[config.mk]
export PLATFORM = sky130hd
export DESIGN_NAME = vliw_bundle_packer
export DESIGN_NICKNAME = d
export VERILOG_FILES = /design/src/rtl/vliw_pkg.sv /design/src/rtl/vliw_hazard_check.sv /design/src/rtl/vliw_bundle_packer.sv
export SDC_FILE = /design/constraint.sdc
export NUM_CORES = 1
export LEC_CHECK = 0
export ABC_AREA = 1
export BUFFER_PORTS_ARGS = -buffer_cell sky130_fd_sc_hd__buf_2
export CAP_MARGIN = 10
export CORE_MARGIN = 2
export CORE_UTILIZATION = 40
export DETAILED_ROUTE_END_ITERATION = 7
export GPL_TIMING_DRIVEN = 1
export HOLD_SLACK_MARGIN = 0.12
export PLACE_DENSITY = 0.66
export SYNTH_ARGS = -nofsm -noshare
export SYNTH_HDL_FRONTEND = slang
export SYNTH_SLANG_ARGS = --single-unit
[constraint.sdc]
create_clock -name clk -period 3.7 [get_ports clk]
set_input_delay 0.37 -clock clk [delete_from_list [all_inputs] [get_ports clk]]
set_output_delay 0.37 -clock clk [all_outputs]
set_load 0.02 [all_outputs]
[src/rtl/vliw_pkg.sv]
// Shared definitions for the VLIW bundle packer: opcodes, instruction layout
// and the per-opcode register read sets.
package vliw_pkg;

    localparam logic [2:0] OP_ADD  = 3'b000;
    localparam logic [2:0] OP_MUL  = 3'b001;
    localparam logic [2:0] OP_ADDI = 3'b010;
    localparam logic [2:0] OP_MOV  = 3'b100;

    localparam int OP_LSB    = 0;
    localparam int DEST_LSB  = 3;
    localparam int SRC1_LSB  = 6;
    localparam int SRC2_LSB  = 9;
    localparam int IMM_LSB   = 12;
    localparam int VALID_BIT = 31;

    // First member is the MSB, so this matches the [31:0] scalar layout.
    typedef struct packed {
        logic        valid;
        logic [18:0] imm;
        logic [2:0]  src2;
        logic [2:0]  src1;
        logic [2:0]  dest;
        logic [2:0]  op;
    } instr_t;

    localparam instr_t NOP = '0;

    function automatic logic reads_src1(input logic [2:0] op);
        return op != OP_MOV;
    endfunction

    // Unknown opcodes read both sources so they are never packed unsafely.
    function automatic logic reads_src2(input logic [2:0] op);
        return !(op == OP_MOV || op == OP_ADDI);
    endfunction

endpackage

[src/rtl/vliw_hazard_check.sv]
// Flags a RAW or WAW hazard between an incoming instruction and the
// destinations already written by the bundle being filled.
module vliw_hazard_check
    import vliw_pkg::*;
(
    input  logic [31:0] in_instr,
    input  logic [7:0]  wmask,
    output logic        conflict
);

    instr_t instr;
    logic   unused_bits;

    assign instr       = instr_t'(in_instr);
    assign unused_bits = ^{instr.valid, instr.imm};

    // WAR is deliberately absent: all slots read the register file together.
    assign conflict = (reads_src1(instr.op) && wmask[instr.src1])
                   || (reads_src2(instr.op) && wmask[instr.src2])
                   || wmask[instr.dest];

endmodule

[src/rtl/vliw_bundle_packer.sv]
// Packs a serial stream of 32-bit scalar instructions, in program order, into
// 128-bit 4-slot bundles closed on full, hazard, last marker or idle timeout.
module vliw_bundle_packer
    import vliw_pkg::*;
#(
    parameter int SLOTS        = 4,
    parameter int IDLE_TIMEOUT = 8
) (
    input  logic         clk,
    input  logic         rst,
    input  logic         in_valid,
    output logic         in_ready,
    input  logic [31:0]  in_instr,
    input  logic         in_last,
    output logic         bundle_valid,
    input  logic         bundle_ready,
    output logic [127:0] bundle,
    output logic [2:0]   bundle_count
);

    localparam int         IW        = (IDLE_TIMEOUT > 0) ? $clog2(IDLE_TIMEOUT + 1) : 1;
    localparam logic [2:0] LAST_SLOT = 3'(SLOTS - 1);

    logic [3:0][31:0] slots_q, slots_d, emit_slots;
    logic [2:0]       cnt_q, cnt_d, emit_cnt;
    logic [7:0]       wmask_q, wmask_d, dest_bit;
    logic [IW-1:0]    idle_q, idle_d;
    logic             close_pending_q, close_pending_d;
    logic             out_can_load, accept, emit, hazard, conflict;

    assign out_can_load = !bundle_valid || bundle_ready;
    assign in_ready     = out_can_load && !close_pending_q;
    assign accept       = in_valid && in_ready;
    assign dest_bit     = 8'b1 << in_instr[DEST_LSB +: 3];

    vliw_hazard_check u_hazard (
        .in_instr (in_instr),
        .wmask    (wmask_q),
        .conflict (hazard)
    );

    assign conflict = in_instr[VALID_BIT] && (cnt_q != 3'd0) && hazard;

    // NOTE: every variable below gets a default first so no latch is inferred.
    always_comb begin
        slots_d         = slots_q;
        cnt_d           = cnt_q;
        wmask_d         = wmask_q;
        idle_d          = idle_q;
        close_pending_d = close_pending_q;
        emit            = 1'b0;
        emit_slots      = slots_q;
        emit_cnt        = cnt_q;

        if (accept) begin
            idle_d = '0;
            if (!in_instr[VALID_BIT]) begin
                if (in_last && cnt_q != 3'd0) begin
                    emit    = 1'b1;
                    slots_d = '0;
                    cnt_d   = 3'd0;
                    wmask_d = '0;
                end
            end else if (conflict) begin
                emit            = 1'b1;
                slots_d         = '0;
                slots_d[0]      = in_instr;
                cnt_d           = 3'd1;
                wmask_d         = dest_bit;
                close_pending_d = in_last;
            end else begin
                emit_slots[cnt_q[1:0]] = in_instr;
                emit_cnt               = cnt_q + 3'd1;
                if (cnt_q == LAST_SLOT || in_last) begin
                    emit    = 1'b1;
                    slots_d = '0;
                    cnt_d   = 3'd0;
                    wmask_d = '0;
                end else begin
                    slots_d = emit_slots;
                    cnt_d   = emit_cnt;
                    wmask_d = wmask_q | dest_bit;
                end
            end
        end else if (close_pending_q) begin
            if (out_can_load) begin
                emit            = (cnt_q != 3'd0);
                slots_d         = '0;
                cnt_d           = 3'd0;
                wmask_d         = '0;
                close_pending_d = 1'b0;
                idle_d          = '0;
            end
        end else if (cnt_q == 3'd0) begin
            idle_d = '0;
        end else if (IDLE_TIMEOUT != 0) begin
            idle_d = idle_q + 1'b1;
            if (idle_d == IW'(IDLE_TIMEOUT)) begin
                close_pending_d = 1'b1;
            end
        end
    end

    // NOTE: state registers use non-blocking assignments only; the slot buffer
    // is reset as well so a reset mid-fill cannot leak old instructions.
    always_ff @(posedge clk) begin
        if (rst) begin
            slots_q         <= '0;
            cnt_q           <= 3'd0;
            wmask_q         <= '0;
            idle_q          <= '0;
            close_pending_q <= 1'b0;
        end else begin
            slots_q         <= slots_d;
            cnt_q           <= cnt_d;
            wmask_q         <= wmask_d;
            idle_q          <= idle_d;
            close_pending_q <= close_pending_d;
        end
    end

    // Emits only happen while out_can_load, so a held bundle is never overwritten.
    always_ff @(posedge clk) begin
        if (rst) begin
            bundle_valid <= 1'b0;
            bundle       <= '0;
            bundle_count <= 3'd0;
        end else if (emit) begin
            bundle_valid <= 1'b1;
            bundle       <= emit_slots;
            bundle_count <= emit_cnt;
        end else if (bundle_ready) begin
            bundle_valid <= 1'b0;
        end
    end

endmodule

=== Word-level counts from Yosys, hierarchy flattened ===
Cells that the tools add are included.

* $add $sub $neg: 2
* $lt $le $gt $ge: 5
* Equality and inequality tests: 9
* Shifts and indexed selects: 1
* Multiplexer cells: 55
* Bitwise gates (word level): 1
* Reduce and logical (&&, ||, !) cells: 24

{| class="wikitable"
|+ Operators with widths
! cell !! number
|-
| 128-bit 2-to-1 mux || 10
|-
| 128-bit bitwise mux || 1
|-
| 32-bit demux with 2-bit select || 1
|-
| 8-bit 2-to-1 mux || 7
|-
| 32-bit 2-to-1 mux || 1
|-
| 3-bit 2-to-1 mux || 10
|-
| 1-bit 2-to-1 mux || 19
|-
| 3-bit by 4-bit < comparator with 1-bit output (second input constant) || 3
|-
| 4-bit 2-to-1 mux || 3
|-
| 1-bit binary-select mux with 3-bit select || 3
|-
| 1-bit logical AND || 8
|-
| 8-bit bitwise OR || 1
|-
| 1-bit by 3-bit << shifter with 8-bit output (first input constant) || 1
|-
| 3-bit by 2-bit == test with 1-bit output (second input constant) || 2
|-
| 2-bit nonzero test || 3
|-
| 1-bit logical OR || 5
|-
| 4-bit by 1-bit adder with 4-bit output (second input constant) || 1
|-
| 4-bit == test (second input constant) || 1
|-
| 2-bit by 1-bit inequality test with 1-bit output (second input constant) || 2
|-
| 3-bit by 1-bit adder with 3-bit output (second input constant) || 1
|-
| 3-bit == test (second input constant) || 1
|-
| 1-bit logical NOT || 3
|-
| 3-bit logical NOT || 1
|-
| 2-bit by 3-bit < comparator with 1-bit output (second input constant) || 1
|-
| 8 further kinds || 8
|}

* Flip-flop bits (word level): 276
* Bits of input ports: 37
* Output and inout bits: 133

=== Depth between registers and ports, before layout ===
* Word-level depth: 11
* Mapped depth: 17
* Gate-level depth less buffers: 15

=== By module ===
A second synthesis with hierarchy kept.

* Cell total of the unflattened synthesis: 2601
* Area total of the unflattened synthesis: 15773.9 um2

{| class="wikitable"
|+ Modules (own cells, without submodules)
! module !! times used !! cells an instance !! area each (um2)
|-
| vliw_bundle_packer || 1 || 2533 || 15487.4
|-
| vliw_hazard_check || 1 || 68 || 286.5
|}

=== Worst setup path before layout ===
Ideal clock, no wire load.

* Path type: register to register
* Start: reg bundle_valid
* End: reg bundle[17]
* Library setup time: 0.070 ns
* Arrival time: 2.036 ns
* Path slack: 1.594 ns
* Stages on the path, launching flop included: 12
* Period minus slack after synthesis: 2.106 ns
* Path through: dfxtp_1 inv_1 nor2_1 nor2_1 nand2_1 inv_1 clkbuf_1 clkbuf_1 nand4_1 nand2_1 nand2_1 a21oi_1

* Word-level cells in the longest chain between the ends: 5

{| class="wikitable"
|+ Ends and longest elaborated chain
! item !! RTL line !! RTL
|-
| from (decl) || vliw_bundle_packer.sv:15 || <nowiki>output logic bundle_valid,</nowiki>
|-
| from (signal assigned) || vliw_bundle_packer.sv:125 || <nowiki>bundle_valid <= 1'b0;</nowiki>
|-
| from (signal assigned) || vliw_bundle_packer.sv:129 || <nowiki>bundle_valid <= 1'b1;</nowiki>
|-
| from (signal assigned) || vliw_bundle_packer.sv:133 || <nowiki>bundle_valid <= 1'b0;</nowiki>
|-
| 1-bit logical NOT (*) || vliw_bundle_packer.sv:31 || <nowiki>assign out_can_load = !bundle_valid || bundle_ready;</nowiki>
|-
| 1-bit logical OR (*) || vliw_bundle_packer.sv:31 ||
|-
| 1-bit logical AND (*) || vliw_bundle_packer.sv:32 || <nowiki>assign in_ready = out_can_load && !close_pending_q;</nowiki>
|-
| net in_ready || vliw_bundle_packer.sv:12 || <nowiki>output logic in_ready,</nowiki>
|-
| 1-bit logical AND (*) || vliw_bundle_packer.sv:33 || <nowiki>assign accept = in_valid && in_ready;</nowiki>
|-
| 128-bit 2-to-1 mux / 1-bit 2-to-1 mux (equally long branches) || vliw_bundle_packer.sv:55 || <nowiki>if (accept) begin</nowiki>
|-
| to (signal assigned) || vliw_bundle_packer.sv:130 || <nowiki>bundle <= emit_slots;</nowiki>
|-
| to (decl) || vliw_bundle_packer.sv:17 || <nowiki>output logic [127:0] bundle,</nowiki>
|}

Mark *: on every way through the listed nets, which the timed path passes. The rest lies on a longest branch.
A chain may end at the register's enable or synchronous reset.

=== Final worst setup path ===
* Start: in in_instr[10]
* End: reg bundle[113]

* Word-level cells in the longest chain between the ends: 9

{| class="wikitable"
|+ Ends and longest elaborated chain
! item !! RTL line !! RTL
|-
| from (decl) || vliw_bundle_packer.sv:13 || <nowiki>input logic [31:0] in_instr,</nowiki>
|-
| 1-bit binary-select mux with 3-bit select (*) || vliw_hazard_check.sv:19 || <nowiki>|| (reads_src2(instr.op) && wmask[instr.src2])</nowiki>
|-
| 1-bit 2-to-1 mux (not written as such) (*) || vliw_hazard_check.sv:19 ||
|-
| 1-bit logical AND (*) || vliw_hazard_check.sv:19 ||
|-
| 1-bit logical OR (*) || vliw_hazard_check.sv:19 ||
|-
| 1-bit logical OR (*) || vliw_hazard_check.sv:20 || <nowiki>|| wmask[instr.dest];</nowiki>
|-
| 1-bit logical AND (*) || vliw_bundle_packer.sv:42 || <nowiki>assign conflict = in_instr[VALID_BIT] && (cnt_q != 3'd0) && hazard;</nowiki>
|-
| 128-bit 2-to-1 mux / 1-bit 2-to-1 mux (equally long branches) || vliw_bundle_packer.sv:64 || <nowiki>end else if (conflict) begin</nowiki>
|-
| 128-bit 2-to-1 mux / 1-bit 2-to-1 mux (equally long branches) || vliw_bundle_packer.sv:57 || <nowiki>if (!in_instr[VALID_BIT]) begin</nowiki>
|-
| 128-bit 2-to-1 mux / 1-bit 2-to-1 mux (equally long branches) || vliw_bundle_packer.sv:55 ||
|}

Mark *: on every way between the ends. The rest lies on a longest branch, timed or not. The select of a mux whose other input is x is not followed.

==> key figures <==
Worst setup path
  – Crit path cell chain: dlygate4sd3_1 > buf_2 > inv_1 > nand3_1 > nand3_1 > nand3_1 > nand3_1 > nand2_2 > nand3_4 > clkinv_1 > buf_12 > nand2_1 > nand2_1 > nor2_1 > nor2_1
  – Worst Setup Start Kind: input pin
  – Cell mode on critical path: nand3_1
  – Slowest CP cell: clkinv_1
  – Req. time, crit path: 4.15 ns
  – CP top delay family: buffers and inverters
  – CP Buf/Inv Count: 5
  – CP max FO: 26
  – Crit Path Category: in -> reg
  – Arrival time at the worst endpoint: approximately 3.4 ns
  – Kind of end point of the critical path: flip-flop
  – Worst path max stage delay: 0.61 ns

Synthesis
  – Post-synthesis adder-cell area fraction: 0.00618
  – Mux cell area share after synthesis: 0
  – Post-synth top area cell: dfxtp_1
  – Yosys cell types: 26
  – Top FF cell, synth: dfxtp_1
  – Compound-Gate Fraction of Synth Area: 0.161
  – Number of synthesized flops with an enable pin: 0
  – Asr flop ratio synth: 0
  – Xor and xnor area share after synthesis: 0.00124
  – Top cells by area, synth: dfxtp_1 (39%), nand2_1 (18%), a21oi_1 (8.2%)
  – Syn Inst Count: about 2200
  – Synth top area share: 0.390
  – Post-Synth Simple-Gate Area: 0.366
  – Yosys reg bits: 276
  – Syn Std Cell Area: 0.0142 mm2
  – Syn_area_per_cell: around 6.4 um2
  – Post-Syn Nets: 2245
  – Yosys warnings: 0
  – Largest family of logic cells by synthesized area: simple AND/OR/NAND/NOR gates
  – Sequential element share of the synthesized area: 0.390

Clocking
  – CTS buffer count: 31
  – Clk slew on worst S/H paths: around 0.06 ns
  – Skew-Pair Late Insertion Delay: 0.57 ns
  – CTS max path bufs: 3
  – Clock Root Buffer: clkbuf_16
  – Clock sinks: 276
  – Post-CTS Setup Inserts: 0
  – CTS tree: done
  – H-tree depth: 1

Finish
  – Area grow syn2layout: 15.2%
  – Footprint of the multi-input gates: 0.00761 mm2
  – Fillers: 3593
  – Final Net Count: 2308
  – Commonest non-fill, non-tap cell in the layout: nand2_1
  – Util after Layout: 0.470
  – Reg area: 0.00553 mm2
  – Layout cell share with drive strength beyond 1: 0.117
  – Commonest non-fill, non-tap cells in the layout: nand2_1 (690), dfxtp_1 (276), a21oi_1 (232), nor2_1 (217), nand3_1 (189)

Timing
  – TNS Setup: 0 ns
  – Worst slew pin tran: 1.09 ns
  – Slew Limit Fails: 0
  – Unrepaired setup endpoints after global routing: no
  – Max-Slew Margin vs Limit: 0.275
  – Final hold vios: 0
  – Skew final: 0.0158 ns
  – Min Tclk post-route: 2.98 ns
  – Final Setup Violations: 0
  – Max Freq: 0.335 GHz
  – Fin crit share: 0.806
  – Hold WS: 0.137 ns

Detailed routing
  – Number of DRC markers in iteration 0: 1618
  – 1st-pass router iterations: 8
  – Final wirelength: about 48000 um
  – WL/cell: 17.6 um
  – Vias/cell: 5.58
  – Vias: 15300
  – Routed Antenna Nets: 0
  – DR DRC count: 0

Placed design
  – Hpwl dp: 29600 um
  – Final Wtd Congestion: between 0.8 and 0.9
  – IO buf count: 169

Job
  – Maxcap violations: 0

Outcome
  – Outcome: finished, final reports clean

Die
  – I/O pin count: 170
  – Die footprint: 0.0369 mm2
  – Die Span X: 192 um
  – Initial Util: 0.408
  – Site row count: 68
  – Height of the die: 192 um
  – Core outline area: 0.0347 mm2

Global routing
  – Largest net degree at the start of global routing: 131
  – Antenna violations before repair: 2
  – Aggregate global-route resource usage: 0.252
  – Vias in the first global route: approximately 14000
  – First-pass GRT wire length: 75000 um
  – Total gr overflow: 0

Worst hold path
  – Worst Hold Class: in -> reg

Power
  – Worst vdd ir: 0.353 mV
  – Pleak: 6.79 nW
  – Pwr/cell area: 440 mW/mm2
layout make-up:
type | count | area share
clock buffer | 47 | 0.0573
tap | 455 | 0.0349
sequential | 276 | 0.339
inverter | 69 | 0.0159
timing repair buffer | 217 | 0.0819
clock inverter | 6 | 0.00491
multi-input combinational | 1669 | 0.466
antenna | 1 | 0.000153
worst min-delay path, stage by stage:
cell and delay (ns):
buf_2 0.13, nand3_1 0.08, a31oi_1 0.08
synthesized netlist by cell type (all sizes together) (2+ instances only):
master	n
dfxtp	276
a21oi	232
inv	68
xor2	2
o211ai	3
ha	7
nand3	191
buf	78
nand3b	77
nor2	220
o21ai	177
nand2	693
a31oi	30
nand4	33
clkbuf	109
cells by family after synthesis:
kind of cell	count (synthesis)
flops	276
compound gates	445
xor+xnor	2
buf+inv	256
fa+ha+maj	7
simple gates	1215
power by group:
part | switching [mW] | internal [mW] | leakage [nW]
clock | 1.24 | 1.86 | 0.505
combinational | 0.708 | 0.267 | 4.05
sequential | 0.0476 | 3.06 | 2.24
total | 2.00 | 5.18 | 6.79
repair_timing:
action	CTS	global route
gates resized for setup	0	0
endpoints found under the hold margin	15	0
endpoints found under the setup margin	0	0
hold buffers	15	0
metal layers:
layer,track usage,wire [um],up-vias
li1,-,-,7352
met3,0.0375,3900,124
met1,0.340,20500,7165
met2,0.404,21600,651
met4,0.101,2010,0
met5,0,0,-
flip-flops by register name, indices dropped and copies added (netlist names):
register / count
bundle: 128
bundle_count: 3
slots_q: 128
cnt_q: 3
close_pending_q: 1
wmask_q: 8
idle_q: 4
bundle_valid: 1
through the flow:
stage               power [mW]  cell area [um2]  worst slack, ns  std cells
finish                    7.18            16300            0.716       2740
CTS                       7.22            16300            0.782       2739
global placement          4.11            15200            0.794       2671
global route              7.43            16300            0.544       2739
detailed placement        4.12            15200            0.736       2671
floorplan                 3.80            14200             1.59       2201
final timing paths:
path / slack, ns / depth (start not counted) / endpoint / start
worst max-delay path: 0.72 / 15 / bundle[113]$_SDFFE_PP0P_ / in_instr[10]
worst min-delay path: 0.14 / 3 / slots_q[4]$_SDFFE_PP0P_ / in_instr[4]
worst max register to register: 0.79 / 13 / bundle[113]$_SDFFE_PP0P_ / cnt_q[0]$_SDFFE_PP0P_
worst min register to register: 0.48 / 2 / slots_q[72]$_SDFFE_PP0P_ / slots_q[72]$_SDFFE_PP0P_
No activity file was read; power rests on OpenSTA's default activity.
